**src/rtl/alu_ctrl_mseq_pkg.sv**
```systemverilog
// alu_ctrl_mseq shared types: ALU codes, aluop encodings, FSM states.
// ALU_CTRL_MSEQ_DIV_EN adds the DIV state.
package alu_ctrl_mseq_pkg;

    localparam logic [3:0] ALU_ADD   = 4'b0000;
    localparam logic [3:0] ALU_SUB   = 4'b0001;
    localparam logic [3:0] ALU_AND   = 4'b0011;
    localparam logic [3:0] ALU_OR    = 4'b0100;
    localparam logic [3:0] ALU_XOR   = 4'b0101;
    localparam logic [3:0] ALU_SLT   = 4'b0110;
    localparam logic [3:0] ALU_SLL   = 4'b1000;
    localparam logic [3:0] ALU_SLTU  = 4'b1001;
    localparam logic [3:0] ALU_SRL   = 4'b1010;
    localparam logic [3:0] ALU_SRA   = 4'b1011;
    localparam logic [3:0] ALU_LUI   = 4'b1100;
    localparam logic [3:0] ALU_AUIPC = 4'b1101;
    localparam logic [3:0] ALU_MOP   = 4'b1111;

    localparam logic [2:0] OP_ADD   = 3'b000;
    localparam logic [2:0] OP_SUB   = 3'b001;
    localparam logic [2:0] OP_R     = 3'b010;
    localparam logic [2:0] OP_I     = 3'b011;
    localparam logic [2:0] OP_LUI   = 3'b100;
    localparam logic [2:0] OP_AUIPC = 3'b101;

    localparam logic [6:0] F7_BASE = 7'b0000000;
    localparam logic [6:0] F7_ALT  = 7'b0100000;
    localparam logic [6:0] F7_M    = 7'b0000001;

`ifdef ALU_CTRL_MSEQ_DIV_EN
    typedef enum logic [1:0] {
        S_IDLE = 2'd0,
        S_MUL  = 2'd1,
        S_DIV  = 2'd2,
        S_DONE = 2'd3
    } state_t;
`else
    typedef enum logic [1:0] {
        S_IDLE = 2'd0,
        S_MUL  = 2'd1,
        S_DONE = 2'd3
    } state_t;
`endif

    // funct3 map shared by I-type and the base R-type row
    function automatic logic [3:0] f3_code(
        input logic [2:0] f3,
        input logic       alt
    );
        logic [3:0] c;
        c = ALU_ADD;
        case (f3)
            3'b000: c = ALU_ADD;
            3'b001: c = ALU_SLL;
            3'b010: c = ALU_SLT;
            3'b011: c = ALU_SLTU;
            3'b100: c = ALU_XOR;
            3'b101: c = alt ? ALU_SRA : ALU_SRL;
            3'b110: c = ALU_OR;
            default: c = ALU_AND;
        endcase
        return c;
    endfunction

endpackage

```
**src/rtl/alu_ctrl_mseq_dec.sv**
```systemverilog
// Combinational decode of aluop/funct3/funct7 into ALU code and M flags.
// Without ALU_CTRL_MSEQ_DIV_EN the divide group decodes as illegal.
module alu_ctrl_mseq_dec
    import alu_ctrl_mseq_pkg::*;
(
    input  logic [2:0] aluop,
    input  logic [2:0] funct3,
    input  logic [6:0] funct7,
    output logic [3:0] alu_control,
    output logic       is_m,
    output logic       is_div,
    output logic       illegal
);

    logic r_ok;
    logic m_ok;

    assign r_ok = (funct7 == F7_BASE) || (funct7 == F7_ALT);
    assign m_ok = (funct7 == F7_M);

    always_comb begin
        alu_control = ALU_ADD;
        is_m        = 1'b0;
        is_div      = 1'b0;
        illegal     = 1'b0;
        unique case (1'b1)
            (aluop == OP_ADD):   alu_control = ALU_ADD;
            (aluop == OP_SUB):   alu_control = ALU_SUB;
            (aluop == OP_LUI):   alu_control = ALU_LUI;
            (aluop == OP_AUIPC): alu_control = ALU_AUIPC;
            (aluop == OP_I): begin
                alu_control = f3_code(funct3, funct7[5]);
            end
            (aluop == OP_R && r_ok): begin
                if (!funct7[5])
                    alu_control = f3_code(funct3, 1'b0);
                else if (funct3 == 3'b000)
                    alu_control = ALU_SUB;
                else if (funct3 == 3'b101)
                    alu_control = ALU_SRA;
                else
                    illegal = 1'b1;
            end
            (aluop == OP_R && m_ok): begin
`ifdef ALU_CTRL_MSEQ_DIV_EN
                alu_control = ALU_MOP;
                is_m        = 1'b1;
                is_div      = funct3[2];
`else
                if (!funct3[2]) begin
                    alu_control = ALU_MOP;
                    is_m        = 1'b1;
                end else begin
                    illegal = 1'b1;
                end
`endif
            end
            default: illegal = 1'b1;
        endcase
    end

endmodule

```
**src/rtl/alu_ctrl_mseq.sv**
```systemverilog
// ALU control decode with multi-cycle M-extension sequencer.
// Define ALU_CTRL_MSEQ_DIV_EN to build the restoring divider.
module alu_ctrl_mseq
    import alu_ctrl_mseq_pkg::*;
#(
    parameter int XLEN         = 32,
    parameter int MCYC_PER_BIT = 1
) (
    input  logic            clk,
    input  logic            rst,
    input  logic            in_valid,
    output logic            in_ready,
    input  logic [2:0]      aluop,
    input  logic [2:0]      funct3,
    input  logic [6:0]      funct7,
    input  logic [XLEN-1:0] op_a,
    input  logic [XLEN-1:0] op_b,
    input  logic            flush,
    output logic            out_valid,
    input  logic            out_ready,
    output logic [3:0]      alu_control,
    output logic            is_m,
    output logic [XLEN-1:0] m_result,
    output logic            illegal
);

    localparam int ITER = XLEN / MCYC_PER_BIT;
    localparam int CW   = $clog2(ITER);
    localparam logic [CW-1:0] LAST = CW'(ITER - 1);

    state_t state, nxt;

    logic            accept, busy, last;
    logic [3:0]      dec_ctrl;
    logic            dec_m, dec_div, dec_ill;
    logic            sa, sb, neg_a, neg_b;
    logic [XLEN-1:0] mag_a, mag_b;
    logic [XLEN-1:0] hi, lo, bq;
    logic [XLEN-1:0] hi_n, lo_n, res;
    logic [XLEN:0]   sum;
    logic [2*XLEN-1:0] prod;
    logic            neg_q;
    logic [1:0]      f3q;
    logic [CW-1:0]   cnt;

`ifdef ALU_CTRL_MSEQ_DIV_EN
    logic            div_q, neg_r, div_skip;
    logic [XLEN:0]   sh;
    logic [XLEN-1:0] skip_res, quo, rem;
`endif

    alu_ctrl_mseq_dec u_dec (
        .aluop       (aluop),
        .funct3      (funct3),
        .funct7      (funct7),
        .alu_control (dec_ctrl),
        .is_m        (dec_m),
        .is_div      (dec_div),
        .illegal     (dec_ill)
    );

    // signedness of each operand by M funct3
    assign sa    = funct3[2] ? ~funct3[0] : (funct3[1:0] != 2'b11);
    assign sb    = funct3[2] ? ~funct3[0] : ~funct3[1];
    assign neg_a = sa & op_a[XLEN-1];
    assign neg_b = sb & op_b[XLEN-1];
    assign mag_a = neg_a ? -op_a : op_a;
    assign mag_b = neg_b ? -op_b : op_b;

    assign accept = in_valid & in_ready & ~flush;
    assign last   = (cnt == LAST);

`ifdef ALU_CTRL_MSEQ_DIV_EN
    assign busy = (state == S_MUL) || (state == S_DIV);

    // zero divisor and signed overflow bypass the iteration
    assign div_skip = (op_b == '0) ||
        (sa && (op_a == {1'b1, {(XLEN-1){1'b0}}}) && (&op_b));
    assign skip_res = (op_b == '0) ?
        (funct3[1] ? op_a : '1) :
        (funct3[1] ? '0 : op_a);
`else
    assign busy = (state == S_MUL);
`endif

    always_ff @(posedge clk) begin
        if (rst)
            state <= S_IDLE;
        else
            state <= nxt;
    end

    always_comb begin
        nxt = state;
        case (state)
            S_IDLE: begin
                if (accept) begin
                    if (dec_ill || !dec_m)
                        nxt = S_DONE;
                    else if (!dec_div)
                        nxt = S_MUL;
`ifdef ALU_CTRL_MSEQ_DIV_EN
                    else
                        nxt = div_skip ? S_DONE : S_DIV;
`else
                    else
                        nxt = S_DONE;
`endif
                end
            end
            S_MUL: if (last) nxt = S_DONE;
`ifdef ALU_CTRL_MSEQ_DIV_EN
            S_DIV: if (last) nxt = S_DONE;
`endif
            S_DONE: if (out_ready) nxt = S_IDLE;
            default: nxt = S_IDLE;
        endcase
        if (flush)
            nxt = S_IDLE;
    end

    always_comb begin
        in_ready  = (state == S_IDLE) && !rst;
        out_valid = (state == S_DONE);
    end

    // MCYC_PER_BIT shift-add or restoring-divide steps per cycle
    always_comb begin
        hi_n = hi;
        lo_n = lo;
        sum  = '0;
`ifdef ALU_CTRL_MSEQ_DIV_EN
        sh   = '0;
`endif
        for (int i = 0; i < MCYC_PER_BIT; i++) begin
`ifdef ALU_CTRL_MSEQ_DIV_EN
            if (div_q) begin
                sh = {hi_n, lo_n[XLEN-1]};
                if (sh >= {1'b0, bq}) begin
                    hi_n = XLEN'(sh - {1'b0, bq});
                    lo_n = {lo_n[XLEN-2:0], 1'b1};
                end else begin
                    hi_n = sh[XLEN-1:0];
                    lo_n = {lo_n[XLEN-2:0], 1'b0};
                end
            end else
`endif
            begin
                sum  = {1'b0, hi_n} +
                       (lo_n[0] ? {1'b0, bq} : '0);
                hi_n = sum[XLEN:1];
                lo_n = {sum[0], lo_n[XLEN-1:1]};
            end
        end
    end

    always_comb begin
        prod = {hi_n, lo_n};
        if (neg_q)
            prod = -prod;
        res = (f3q == 2'b00) ? prod[XLEN-1:0]
                             : prod[2*XLEN-1:XLEN];
`ifdef ALU_CTRL_MSEQ_DIV_EN
        quo = neg_q ? -lo_n : lo_n;
        rem = neg_r ? -hi_n : hi_n;
        if (div_q)
            res = f3q[1] ? rem : quo;
`endif
    end

    always_ff @(posedge clk) begin
        if (rst) begin
            alu_control <= '0;
            is_m        <= 1'b0;
            illegal     <= 1'b0;
            m_result    <= '0;
            hi          <= '0;
            lo          <= '0;
            bq          <= '0;
            neg_q       <= 1'b0;
            f3q         <= '0;
            cnt         <= '0;
`ifdef ALU_CTRL_MSEQ_DIV_EN
            div_q       <= 1'b0;
            neg_r       <= 1'b0;
`endif
        end else if (flush) begin
            cnt <= '0;
        end else if (accept) begin
            alu_control <= dec_ctrl;
            is_m        <= dec_m;
            illegal     <= dec_ill;
            m_result    <= '0;
            hi          <= '0;
            lo          <= mag_a;
            bq          <= mag_b;
            neg_q       <= neg_a ^ neg_b;
            f3q         <= funct3[1:0];
            cnt         <= '0;
`ifdef ALU_CTRL_MSEQ_DIV_EN
            div_q       <= dec_div;
            neg_r       <= neg_a;
            if (dec_div && div_skip)
                m_result <= skip_res;
`endif
        end else if (busy) begin
            hi  <= hi_n;
            lo  <= lo_n;
            cnt <= cnt + CW'(1);
            if (last)
                m_result <= res;
        end
    end

endmodule

```
**config.mk**
```make
export PLATFORM = sky130hd
export DESIGN_NAME = alu_ctrl_mseq
export DESIGN_NICKNAME = d
export VERILOG_FILES = /design/src/rtl/alu_ctrl_mseq_pkg.sv /design/src/rtl/alu_ctrl_mseq_dec.sv /design/src/rtl/alu_ctrl_mseq.sv
export SDC_FILE = /design/constraint.sdc
export NUM_CORES = 1
export LEC_CHECK = 0
export ABC_CLOCK_PERIOD_IN_PS = 4700
export CORE_MARGIN = 2
export CORE_UTILIZATION = 52
export DETAILED_ROUTE_END_ITERATION = 16
export GPL_ROUTABILITY_DRIVEN = 0
export PLACE_DENSITY_LB_ADDON = 0.1
export SYNTH_ARGS = -nofsm -noshare
export SYNTH_HDL_FRONTEND = slang
export SYNTH_SLANG_ARGS = --single-unit
export TNS_END_PERCENT = 1
```
**constraint.sdc**
```tcl
create_clock -name clk -period 4.7 [get_ports clk]
set_clock_uncertainty 0.1 [all_clocks]
set_input_delay 0.94 -clock clk [delete_from_list [all_inputs] [get_ports clk]]
set_output_delay 0.94 -clock clk [all_outputs]
set_load 0.005 [all_outputs]
```
* Word-level counts from Yosys, hierarchy flattened
Index checks and enable logic that the tools add are counted.
** Word-level totals
- Register bits :: 144
- Logic and storage cells :: 99
** Cells by class
- Mux-type cells :: 34
- Add/subtract/negate cells :: 5
- Reductions and logical operators :: 21
- Bitwise operators :: 8
- Eq/ne operators :: 20
** Operator list (count)
- $mux W32 :: 11
- $mux W64 :: 1
- $neg A32 Y32 :: 2
- $neg A64 Y64 :: 1
- $pmux W4 S7 :: 2
- $add A32 B32 Y33 :: 1
- $pmux W4 S6 :: 1
- $mux W4 :: 4
- $eq A3 B3 Y1 const B :: 5
- $eq A3 B2 Y1 const B :: 4
- $mux W1 :: 9
- $mux W2 :: 4
- $eq A7 B1 Y1 const B :: 1
- $eq A7 B6 Y1 const B :: 1
- $logic_not A7 Y1 :: 1
- $eq A3 B1 Y1 const B :: 2
- $logic_not A3 Y1 :: 2
- $pmux W2 S3 :: 1
- $reduce_and A3 Y1 :: 2
- $add A5 B1 Y5 const B :: 1
- $eq A5 B5 Y1 const B :: 1
- $reduce_or A5 Y1 :: 1
- $and A1 B1 Y1 :: 4
- $logic_not A2 Y1 :: 2
- 14 further kinds :: 24

* Depth between registers and ports, before layout
- Depth in word-level cells :: 9
- Gate-level depth with buffers :: 15
- Mapped depth without buffers :: 13

* By module
From an unflattened synthesis, not the netlist that was laid out.
** Second synthesis, totals
- Cells, all modules :: 1515
- Area total of the unflattened synthesis :: 10928.0 um^2
** By module, submodules not included
- alu_ctrl_mseq :: area each 10606.4 um^2, sequential area each 2882.8 um^2, cells each 1469, instances 1
- alu_ctrl_mseq_dec :: area each 321.6 um^2, sequential area each 0.0 um^2, cells each 46, instances 1

* Worst setup path before layout
No wires, ideal clock.
- Path kind :: reg-to-reg
- Start point :: register lo[0]
- End point :: register m_result[23]
- Path buffers :: 2
- Setup slack :: -179 ps
- Arrival :: 4710 ps
- Library setup time :: 69 ps
- Data required time :: 4531 ps
- Stages on the path, launching flop included :: 16
- Clock period less this slack :: 4879 ps
- Path through :: dfxtp_1 > clkbuf_1 > and2_1 > ha_1 > fa_1 > a21o_1 > a221o_1 > a211oi_2 > xnor2_1 > or4_2 > or4b_1 > or4b_1 > buf_2 > o41a_1 > o311a_1 > o21ai_1
** On the way
- Word-level cells in the longest chain between the ends :: 8
** Ends and longest elaborated chain
- from (decl) :: line alu_ctrl_mseq.sv:38 : logic [XLEN-1:0] hi, lo, bq;
- from (signal assigned) :: line alu_ctrl_mseq.sv:195 : lo <= mag_a;
- from (signal assigned) :: line alu_ctrl_mseq.sv:208 : lo <= lo_n;
- $mux W32 (*) :: line alu_ctrl_mseq.sv:150 : (lo_n[0] ? {1'b0, bq} : '0);
- $add A32 B32 Y33 (*) :: line alu_ctrl_mseq.sv:149 : sum = {1'b0, hi_n} +
- $neg A64 Y64 :: line alu_ctrl_mseq.sv:160 : prod = -prod;
- $mux W64 (*) :: line alu_ctrl_mseq.sv:159 : if (neg_q)
- $mux W32 (*) :: line alu_ctrl_mseq.sv:161 : res = (f3q == 2'b00) ? prod[XLEN-1:0]
- $mux W32 (*) :: line alu_ctrl_mseq.sv:210 : if (last)
- $mux W32 (*) :: line alu_ctrl_mseq.sv:206 : end else if (busy) begin
- $mux W32 (*) :: line alu_ctrl_mseq.sv:189 : end else if (accept) begin
- to (signal assigned) :: line alu_ctrl_mseq.sv:211 : m_result <= res;
- to (decl) :: line alu_ctrl_mseq.sv:23 : output logic [XLEN-1:0] m_result,
Every way passes the cells marked *; elsewhere a longest branch is shown, timed or not. The select of a mux whose other input is x is not followed.
A chain may end at the register's enable or synchronous reset.

* Final worst setup path
- Start point :: register lo[22]
- End point :: register m_result[23]
** On the way
- Word-level cells in the longest chain between the ends :: 6
** Ends and longest elaborated chain (line)
- $neg A64 Y64 :: alu_ctrl_mseq.sv:160
- $mux W64 :: alu_ctrl_mseq.sv:159
- $mux W32 :: alu_ctrl_mseq.sv:161
- $mux W32 :: alu_ctrl_mseq.sv:210
- $mux W32 :: alu_ctrl_mseq.sv:206
- $mux W32 :: alu_ctrl_mseq.sv:189
Every way passes these cells. The select of a mux whose other input is x is not followed.

==> impl_results.md <==
- Detailed-placement wirelength estimate: approximately 24,000 um
- Vias per std cell: just over 6
- Power Density: 245 nW/um^2
- Startpoint of the worst-slack reg-to-reg timing path: lo[22]
- CTS sink count: around 140
- Final WL: between 30,000 and 40,000 um
- Number of flops mapped to enable cells by yosys: 0
- TritonCTS clock tree: done
- Proportion of power drawn by combinational gates: between 15 and 20%
- Number of rows in the core area: 52
- Startpoint of the tightest hold check path: m_result[13]
- Worst flop-to-flop path endpoint: m_result[23]
- Number of slew-limit violations in the final report: 0
- Logic depth of the worst register-to-register path: 11
- Post-synthesis sequential area ratio: about a quarter
- Setup TNS: 0 ns
- Total number of nets in the final design: approximately 1,700
- Placed instance area: ~12,000 um^2
- Total via count after detailed routing: roughly 11,000
- Clock-pin slew of the registers on the worst-case setup and hold paths: about 0.060 ns
- Syn Area/Cell: 7.35 um^2
- Die extent in y: between 100 and 150 um
- Part of the total power dissipated in the clock network: around 45%
- Most common cell after layout, fill and taps aside: sky130_fd_sc_hd__nor2_1
- Required @ worst endpoint: about 4.9 ns
- Internal Dissipation: ~2.3 mW
- Series of cell instances along the critical path: or4_1, or3_4, or4b_4, or4b_4, nor4b_2, or4b_4, or4b_4, buf_4, o41ai_1, o311a_1, o21ai_1
- Final Critical Period: ~4.6 ns
- Synthesized Nets: 1,588
- Static power due to leakage: between 4 and 5 nW
- Maximum cell stage delay along the critical path: between 0.5 and 0.6 ns
- Maximum vdd ir drop: ~0.19 mV
- Area Overhead vs Synth: 19.8%
- Floorplan die area: 21,900 um^2
- Clock buffer count from CTS: 17
- Most used cell along the critical path: sky130_fd_sc_hd__or4b_4
- Die X: roughly 150 um
- Worst-path cell with the longest stage delay: sky130_fd_sc_hd__or4_1
- Final period util: roughly 100%
- Post-DR wirelength/cell: between 15 and 20 um
- Max Cap Viol: 0
- Global-route wire length before repair: 52,100 um
- Maximum number of pins on one net before global-route repair: 89
- Run status: complete, no violations
- Total global-route track usage: ~29%
- Total congestion overflow after global routing: 0
- Fraction of power spent switching nets: between 20% and 30%
- Count of final hold-check violations: 0
- Achievable clock frequency: 218 MHz
- Critical path arrival: roughly 4.8 ns
- Total of fill cells in the finished design: 1,845
- Number of standard cells in the layout, taps in and fillers out: about 1,800
- Count of placed standard cells including taps: 1,806
- Class of the tightest hold or removal check: reg -> reg
- Antenna cell count: 0
- Commonest register cell after synthesis: sky130_fd_sc_hd__dfxtp_1
- #FFs+latches synth: roughly 140
- Sw power: 0.891 mW
- Total iterations of the first detailed-routing run: 5
- Largest fanout of any net on the critical path: 7
- Clock tree root buffer cell: sky130_fd_sc_hd__clkbuf_16
- Dominant cells by area after synthesis: sky130_fd_sc_hd__dfxtp_1, sky130_fd_sc_hd__nor2_1, sky130_fd_sc_hd__a21oi_1, sky130_fd_sc_hd__xor2_1, sky130_fd_sc_hd__xnor2_1
- I/O Buffers: between 100 and 150
- Proportion of synthesized flip-flops having asynchronous set or reset: 0%
- H-tree lvl count: 4
- Violation count after the first detailed-routing iteration: 841
- I/O pin total: 122
- Commonest cells after routing, fill and taps aside: sky130_fd_sc_hd__nor2_1, sky130_fd_sc_hd__dfxtp_1, sky130_fd_sc_hd__a21oi_1, sky130_fd_sc_hd__nand2_1, sky130_fd_sc_hd__clkdlybuf4s50_1
- Largest buffer count on any clock path: 2
- Count of final setup violators: 0
- Via count of the first global-routing pass: between 10,000 and 15,000
- Clock Latency Late Sink: about 0.44 ns
- Number of instances on the worst hold path: 2
- Post-synth top area share: 26.7%
- Hold endpoint: m_result[13]
- Category of the most critical setup path: reg -> reg
- Area of the mapped netlist: 10,800 um^2
- Slew margin rel.: 36.3%
- Starting density of the core: a little over half
- Startpoint types: flop
- Total number of yosys warnings: 0
- Placeable core region: just over 20,000 um^2
- Fraction of the core area covered by cells at the end of the flow: between 60% and 70%
- Fraction of final layout cells with drive strength greater than 1: under 10%
- Drt drc: 0
- Setup slack of the worst register-to-register path: roughly 0.12 ns
- Category of the worst setup path capture point: flop
- Final design area excluding fillers: 12,900 um^2
- Antenna violations before repair: 0
- Slew @ Worst Pin: between 0.9 and 1 ns
- Number of library cell types mapped by synthesis: between 80 and 90
- Power share of the sequential group: roughly 40%
- Post-Synthesis Cells: roughly 1,500
- Antenna-violating nets left: 0
- Cell taking the most area after synthesis: sky130_fd_sc_hd__dfxtp_1
==> cell type report <==
cell class / count / area (um^2) / share of cell area, %
Multi-Input combinational cell: 1201 / 7460 / 57.6
Tap cell: 270 / 338 / 2.61
Clock buffer: 19 / 453 / 3.50
Sequential cell: 144 / 2880 / 22.3
Inverter: 22 / 82.6 / 0.638
Timing Repair Buffer: 169 / 1570 / 12.1
Clock inverter: 13 / 151 / 1.17
==> sequential cells by signal, summed over array words and instances (netlist names) <==
signal,cells
f3q,2
is_m,1
lo,32
illegal,1
cnt,5
alu_control,4
state,2
neg_q,1
bq,32
m_result,32
hi,32
==> synth_stat cells, drive strengths merged (6+ instances only) <==
library cell / count
o221ai: 7
ha: 37
inv: 22
a211oi: 61
buf: 11
xnor2: 56
nand2: 126
a21oi: 136
nor2: 208
a22oi: 30
or2: 11
nand3: 34
nor2b: 8
nor3: 25
or4: 15
dfxtp: 144
or3: 17
a31oi: 10
nand4: 18
o41ai: 13
clkbuf: 88
nand2b: 13
xor2: 67
o211ai: 18
o21ai: 94
o21a: 6
nor4: 10
o31ai: 28
mux2i: 7
and2: 47
a21o: 12
and3: 12
==> stage by stage <==
| step | power (mW) | setup slack (ns) | hold slack (ns) |
|---|---|---|---|
| floorplan | 1.59 | 0.0272 | 0.327 |
| global placement | 1.76 | 0.188 | 0.335 |
| detailed placement | 1.77 | 0.0890 | 0.344 |
| CTS | 3.17 | 0.0674 | 0.354 |
| global route | 3.28 | -0.00199 | 0.383 |
| finish | 3.17 | 0.121 | 0.348 |
==> worst max-delay path, delay by kind of cell, from the launching register on <==
| family | cells | cell delay [ns] |
|---|---|---|
| buffers and inverters | 1 | 0.18 |
| DFF | 1 | 0.31 |
| AOI/OAI and AO/OA | 3 | 0.53 |
| and+or+nand+nor | 7 | 3.34 |
==> kinds of logic (layout without fill, tap and decap cells) <==
kind of cell	count (synthesis)	after routing	share of synthesized area (%)
AO/OA/AOI/OAI	462	462	27.5
AND/OR/NAND/NOR	569	569	25.7
buffers and inverters	123	223	4.75
flip-flops	144	144	26.7
XOR/XNOR	123	123	9.98
multiplexers	9	9	0.858
adder cells (fa/ha/maj)	38	38	4.48
==> routing by layer <==
layer	vias to the layer above	global-route usage, %	share of wire [%]
met1	5209	39.6	45
met5	-	0	0
met2	383	46.2	45
met4	0	9.67	2.2
li1	5501	-	-
met3	60	6.44	7.5
==> power groups by stage <==
stage / Clock (mW) / Sequential (mW) / Combinational, mW
2_1_floorplan: 0 / 1.28 / 0.313
3_3_place_gp: 0 / 1.29 / 0.476
3_5_place_dp: 0 / 1.29 / 0.485
4_1_cts: 1.42 / 1.26 / 0.486
5_1_grt: 1.47 / 1.26 / 0.544
6_report: 1.41 / 1.26 / 0.497
==> what timing repair did <==
action                                  in CTS  in global routing
hold buffers                                 0                  0
resized for setup                            0                  7
endpoints found under the hold margin        0                  0
buffers inserted                             0                  0
endpoints found under the setup margin       0                  8
==> worst max path at each step <==
stage	from	endpoint	slack [ns]
after global placement	lo[24]	m_result[23]	0.19
after CTS	lo[22]	m_result[23]	0.07
after floorplan	lo[0]	m_result[23]	0.03
final	lo[22]	m_result[23]	0.12
after global routing	lo[0]	m_result[27]	-0.002
after detailed placement	lo[22]	m_result[29]	0.09
No activity file was read; power rests on OpenSTA's default activity.
